<file path="src/rtl/alu_share_pkg.sv">
// Shared types and constants for the two-requester shared-ALU sequencer.
package alu_share_pkg;

    localparam int unsigned DATA_W = 32;
    localparam int unsigned OP_W   = 4;
    localparam int unsigned FLG_W  = 3;

    localparam logic [OP_W-1:0] OP_AND = 4'b0000;
    localparam logic [OP_W-1:0] OP_OR  = 4'b0001;
    localparam logic [OP_W-1:0] OP_ADD = 4'b0010;
    localparam logic [OP_W-1:0] OP_SUB = 4'b0110;

    localparam int unsigned FLG_OVF  = 2;
    localparam int unsigned FLG_NEG  = 1;
    localparam int unsigned FLG_ZERO = 0;

    typedef enum logic [1:0] {
        IDLE = 2'd0,
        EXEC = 2'd1,
        RESP = 2'd2
    } state_e;

endpackage

</file>
<file path="src/rtl/alu_share_arb.sv">
// Two-way arbiter with one-hot grant.
// ALU_SHARE_RR_EN selects round-robin; otherwise requester 0 has fixed priority.
module alu_share_arb (
    input  logic       clk,
    input  logic       rst,
    input  logic       valid0,
    input  logic       valid1,
    input  logic       accept,
    output logic [1:0] grant
);

`ifdef ALU_SHARE_RR_EN
    // last_q = 1 means requester 1 was granted last; reset so requester 0 wins first
    logic last_q;

    always_ff @(posedge clk or posedge rst) begin
        if (rst) begin
            last_q <= 1'b1;
        end else if (accept) begin
            last_q <= grant[1];
        end
    end

    always_comb begin
        grant = 2'b00;
        if (valid0 && valid1) begin
            grant = last_q ? 2'b01 : 2'b10;
        end else if (valid0) begin
            grant = 2'b01;
        end else if (valid1) begin
            grant = 2'b10;
        end
    end
`else
    logic unused_ok;
    assign unused_ok = ^{clk, rst, accept};

    always_comb begin
        grant = 2'b00;
        if (valid0) begin
            grant = 2'b01;
        end else if (valid1) begin
            grant = 2'b10;
        end
    end
`endif

endmodule

</file>
<file path="src/rtl/alu_share_ctrl.sv">
// Sequencer sharing one external ALU between two requesters, tagged response channel.
// Arbitration policy selected by ALU_SHARE_RR_EN (round-robin) vs. fixed priority.
module alu_share_ctrl
    import alu_share_pkg::*;
#(
    parameter int unsigned WIDTH = 32,
    parameter int unsigned OPW   = 4
) (
    input  logic             clk,
    input  logic             rst,
    input  logic             req0_valid,
    output logic             req0_ready,
    input  logic [WIDTH-1:0] req0_a,
    input  logic [WIDTH-1:0] req0_b,
    input  logic [OPW-1:0]   req0_op,
    input  logic             req1_valid,
    output logic             req1_ready,
    input  logic [WIDTH-1:0] req1_a,
    input  logic [WIDTH-1:0] req1_b,
    input  logic [OPW-1:0]   req1_op,
    output logic [WIDTH-1:0] alu_ain,
    output logic [WIDTH-1:0] alu_bin,
    output logic [OPW-1:0]   alu_op,
    input  logic [WIDTH-1:0] alu_out,
    input  logic [2:0]       alu_z,
    output logic             rsp_valid,
    input  logic             rsp_ready,
    output logic             rsp_id,
    output logic [WIDTH-1:0] rsp_result,
    output logic [2:0]       rsp_flags,
    output logic             rsp_err
);

    state_e           state_q, state_d;
    logic [1:0]       grant;
    logic             accept;
    logic [WIDTH-1:0] a_q, b_q;
    logic [OPW-1:0]   op_q;
    logic             id_q;
    logic             legal_c, logic_op_c;
    logic [2:0]       flags_c;

    alu_share_arb u_arb (
        .clk    (clk),
        .rst    (rst),
        .valid0 (req0_valid),
        .valid1 (req1_valid),
        .accept (accept),
        .grant  (grant)
    );

    always_ff @(posedge clk or posedge rst) begin
        if (rst) begin
            state_q <= IDLE;
        end else begin
            state_q <= state_d;
        end
    end

    // Ready is a same-cycle grant, only offered in IDLE and never while reset is held
    always_comb begin
        state_d    = state_q;
        req0_ready = 1'b0;
        req1_ready = 1'b0;
        accept     = 1'b0;
        case (state_q)
            IDLE: begin
                if (!rst && (req0_valid || req1_valid)) begin
                    req0_ready = grant[0];
                    req1_ready = grant[1];
                    accept     = 1'b1;
                    state_d    = EXEC;
                end
            end
            EXEC: state_d = RESP;
            RESP: begin
                if (rsp_valid && rsp_ready) begin
                    state_d = IDLE;
                end
            end
            default: state_d = IDLE;
        endcase
    end

    always_ff @(posedge clk or posedge rst) begin
        if (rst) begin
            a_q  <= '0;
            b_q  <= '0;
            op_q <= '0;
            id_q <= 1'b0;
        end else if (accept) begin
            a_q  <= grant[1] ? req1_a  : req0_a;
            b_q  <= grant[1] ? req1_b  : req0_b;
            op_q <= grant[1] ? req1_op : req0_op;
            id_q <= grant[1];
        end
    end

    assign alu_ain = a_q;
    assign alu_bin = b_q;
    assign alu_op  = op_q;

    assign logic_op_c = (op_q == OPW'(OP_AND)) || (op_q == OPW'(OP_OR));
    assign legal_c    = logic_op_c || (op_q == OPW'(OP_ADD)) || (op_q == OPW'(OP_SUB));

    // Logic ops cannot overflow; illegal ops report no flags at all
    always_comb begin
        flags_c = alu_z;
        if (!legal_c) begin
            flags_c = 3'b000;
        end else if (logic_op_c) begin
            flags_c[FLG_OVF] = 1'b0;
        end
    end

    always_ff @(posedge clk or posedge rst) begin
        if (rst) begin
            rsp_valid  <= 1'b0;
            rsp_id     <= 1'b0;
            rsp_result <= '0;
            rsp_flags  <= 3'b000;
            rsp_err    <= 1'b0;
        end else if (state_q == EXEC) begin
            rsp_valid  <= 1'b1;
            rsp_id     <= id_q;
            rsp_result <= legal_c ? alu_out : '0;
            rsp_flags  <= flags_c;
            rsp_err    <= !legal_c;
        end else if (rsp_valid && rsp_ready) begin
            rsp_valid  <= 1'b0;
        end
    end

endmodule

</file>
<file path="config.mk">
export PLATFORM = sky130hd
export DESIGN_NAME = alu_share_ctrl
export DESIGN_NICKNAME = d
export VERILOG_FILES = /design/src/rtl/alu_share_pkg.sv /design/src/rtl/alu_share_arb.sv /design/src/rtl/alu_share_ctrl.sv
export SDC_FILE = /design/constraint.sdc
export NUM_CORES = 1
export LEC_CHECK = 0
export BUFFER_PORTS_ARGS = -buffer_cell sky130_fd_sc_hd__buf_2
export CORE_UTILIZATION = 40
export CTS_CLUSTER_DIAMETER = 150
export DETAILED_ROUTE_END_ITERATION = 12
export PLACE_DENSITY_LB_ADDON = 0.25
export SLEW_MARGIN = 20
export SYNTH_ARGS = -nofsm -noshare
export SYNTH_HDL_FRONTEND = slang
export SYNTH_SLANG_ARGS = --single-unit
</file>
<file path="constraint.sdc">
create_clock -name clk -period 6.57 [get_ports clk]
set_input_delay 1.314 -clock clk [delete_from_list [all_inputs] [get_ports clk]]
set_output_delay 1.314 -clock clk [all_outputs]
set_load 0.05 [all_outputs]
</file>
==> impl_metrics.csv <==
group,metric,value,unit
status,status,"finished clean",
sta,timing.clock.skew,7.879,ps
power,power_per_cell_area,568.3,nW/µm²
finish,n_fill_cell,1027,
power,total_leakage_power,3.438,nW
clock_tree,clock_insertion_delay_worst_skew,340,ps
clock_tree,cts-htree-levels,3,
sta,maxSlewViolCount,0,
sta,timing.final.ws_setup,2600,ps
routing,wl,11.65,mm
logic_synthesis,number_of_storage_elements_in_the_synthesis_netlist,109,
logic_synthesis,synth.cell_area,4942,µm²
routing,vias,3634,
worst_setup_path,reg2reg_to,"alu_bin[24]$_DFFE_PP0P_",
routing,ant_nets,0,
grt,globalRouteOverflowTotal,0,
placement,hpwl,8.780,mm
worst_setup_path,critPathLaunchType,"input pin",
sta,tightestPinTransition,1006,ps
clock_tree,ctsRootBufferMaster,"clkbuf_16",
worst_setup_path,r2r.worst_path.cells,3,
sta,time_the_worst_path_needs_with_i_o_delays_and_setup,3970,ps
logic_synthesis,yosysSeqAreaShare,55.19,%
logic_synthesis,post_synth_net_total,501,
die,die_y,113.2,µm
clock_tree,clkTransAtPathRegs,70,ps
worst_setup_path,critPathCapture,"req1_ready",
die,dieWidth,113.2,µm
sta,setup-violations-final,0,
logic_synthesis,yosysWarningCount,0,
logic_synthesis,synth_top_cell_by_area,"dfrtp_1",
grt,via_count_of_the_first_global_routing_pass,3569,
sta,finalCritPeriodShare,60.43,%
placement,numPortBuffers,283,
finish,final_layout_size_suffix_gt1_share,73.42,%
routing,drt_first_pass_iters,4,
routing,viasPerCell,4.852,
sta,unrepaired_setup_endpoints_after_global_routing,"false",
finish,most-common-layout-cells,"buf_2, mux2_2, dfrtp_1, a22o_1, mux2_4",
clock_tree,cts_setup_buffers,0,
routing,routedWlPerCell,15.55,µm
logic_synthesis,synth_largest_type_area_fraction,55.19,%
hold_path,min_path_type,"flip-flop to flip-flop",
grt,grt_max_degree,76,
finish,area_growth,35.39,%
placement,place.gp.congestion,0.7895,
logic_synthesis,yosys-top-cells-area,"dfrtp_1, mux2_2, a22o_1",
finish,mostFrequentLayoutCell,"buf_2",
sta,slew_headroom,32.96,%
die,die_area,12800,µm²
clock_tree,post_cts_resized,0,
clock_tree,tritoncts_clock_tree,"done",
worst_setup_path,crit-reg2reg-launch,"state_q[0]$_DFFE_PP0P_",
clock_tree,clock_sink_count,109,
sta,fmax,251.9,MHz
power,worst_ir_drop_vdd,0.0003567,V
die,initial_utilization,41.15,%
die,core,12010,µm²
clock_tree,cts_buffer_depth,2,
worst_setup_path,cp.arrival,2660,ps
die,core.rowCount,40,
worst_setup_path,critical_path.max_fanout,69,
worst_setup_path,worstPathRequired,5260,ps
worst_setup_path,regToRegSetupSlack,4460,ps
worst_setup_path,timing.setup.critical_path_class,"input pin to primary output",
logic_synthesis,synthCells,325,
finish,finalNetCount,774,
clock_tree,count_of_hold_buffers_inserted_by_post_cts_repair,0,
clock_tree,cts_buffers,9,
finish,insertedDiodeCount,0,
grt,grt_util_all_layers,18.13,%
grt,antenna_found_initial,0,
worst_setup_path,category_of_the_worst_setup_path_capture_point,"primary output",
grt,first_pass_grt_wire_length,17.93,mm
job,timing.max_cap.violations,0,
placement,post_placement_worst_setup_slack,2525,ps
logic_synthesis,netlist-cell-type-count,21,
sta,final_hold_viol_count,0,
sta,setup_total_negative_slack,0,ps
routing,detailedRoute.firstIterationViolations,126,
routing,drcViolationCount,0,
logic_synthesis,avgSynthCellArea,15.21,µm²
worst_setup_path,critPathLaunch,"req0_valid",
die,ios,284,
## report_power, final
group / switching [mW] / internal, mW / total [mW]
Clock: 0.240 / 0.261 / 0.501
Sequential: 0.184 / 1.00 / 1.19
Combinational: 1.52 / 0.596 / 2.12
## sequential cells by signal (all words and copies together) (netlist names)
signal / cells
id_q: 1
alu_op: 4
rsp_valid: 1
rsp_id: 1
rsp_err: 1
alu_bin: 32
alu_ain: 32
rsp_flags: 3
rsp_result: 32
state_q: 2
## per-layer routing
layer / vias to the layer above / track usage, % / routed length, µm
li1: 1737 / - / -
met1: 1710 / 22.14 / 4916
met2: 171 / 31.17 / 5794
met3: 16 / 3.856 / 703
met4: 0 / 7.456 / 236
met5: - / 0 / 0
## worst max-delay path: stages
cell and delay, ps:
buf_2 120, nand2b_4 530, nor4_1 360, buf_2 320
## worst min path at each step
stage                                    from                        end  slack [ps]  cells after the start
finish              rsp_result[4]$_DFFE_PP0P_  rsp_result[4]$_DFFE_PP0P_         500                      1
global route          alu_ain[12]$_DFFE_PP0P_    alu_ain[12]$_DFFE_PP0P_         520                      1
detailed placement   rsp_flags[2]$_DFFE_PP0P_   rsp_flags[2]$_DFFE_PP0P_         480                      2
global placement     rsp_flags[2]$_DFFE_PP0P_   rsp_flags[2]$_DFFE_PP0P_         460                      2
CTS                   alu_bin[10]$_DFFE_PP0P_    alu_bin[10]$_DFFE_PP0P_         510                      1
floorplan                    id_q$_DFFE_PP0P_           id_q$_DFFE_PP0P_         460                      2
## metrics by stage
step | utilization, % | hold slack, ps | cells | power [mW] | cell area, µm²
2_1_floorplan | - | 458.7 | 325 | 2.820 | 4942
3_3_place_gp | 53.43 | 461.8 | 734 | 3.296 | 6417
3_5_place_dp | 53.43 | 480.4 | 734 | 3.329 | 6417
4_1_cts | 55.71 | 505.4 | 749 | 3.841 | 6691
5_1_grt | 55.71 | 519.9 | 749 | 3.978 | 6691
6_report | 55.71 | 500.1 | 749 | 3.803 | 6691
## cell type report
| cell class | count | area, µm² | area share, % |
|---|---|---|---|
| sequential | 109 | 2728 | 40.76 |
| multi-input combinational | 189 | 2053 | 30.68 |
| timing repair buffer | 286 | 1439 | 21.50 |
| clock buffer | 10 | 229.0 | 3.422 |
| tap | 147 | 183.9 | 2.749 |
| clock inverter | 5 | 45.04 | 0.6731 |
| inverter | 3 | 13.76 | 0.2057 |
## cells by family (layout without fill, tap and decap cells)
logic type | Yosys count | after routing | share of synthesized area (%)
mux | 137 | 137 | 32.58
flops | 109 | 109 | 55.19
compound gates | 40 | 40 | 7.139
buf+inv | 27 | 304 | 3.570
simple gates | 12 | 12 | 1.519
## cells in the mapped netlist, drive strengths merged
cell type    n
mux2       137
dfrtp      109
a22o        34
buf         20
clkbuf       4
inv          3
nand2        3
a21oi        2
nand2b       2
o21ai        2
a2111oi      1
and2         1
nand3b       1
nand4bb      1
nor2         1
nor2b        1
nor3         1
nor4         1
o21a         1
Power figures use the tool's default switching activity.
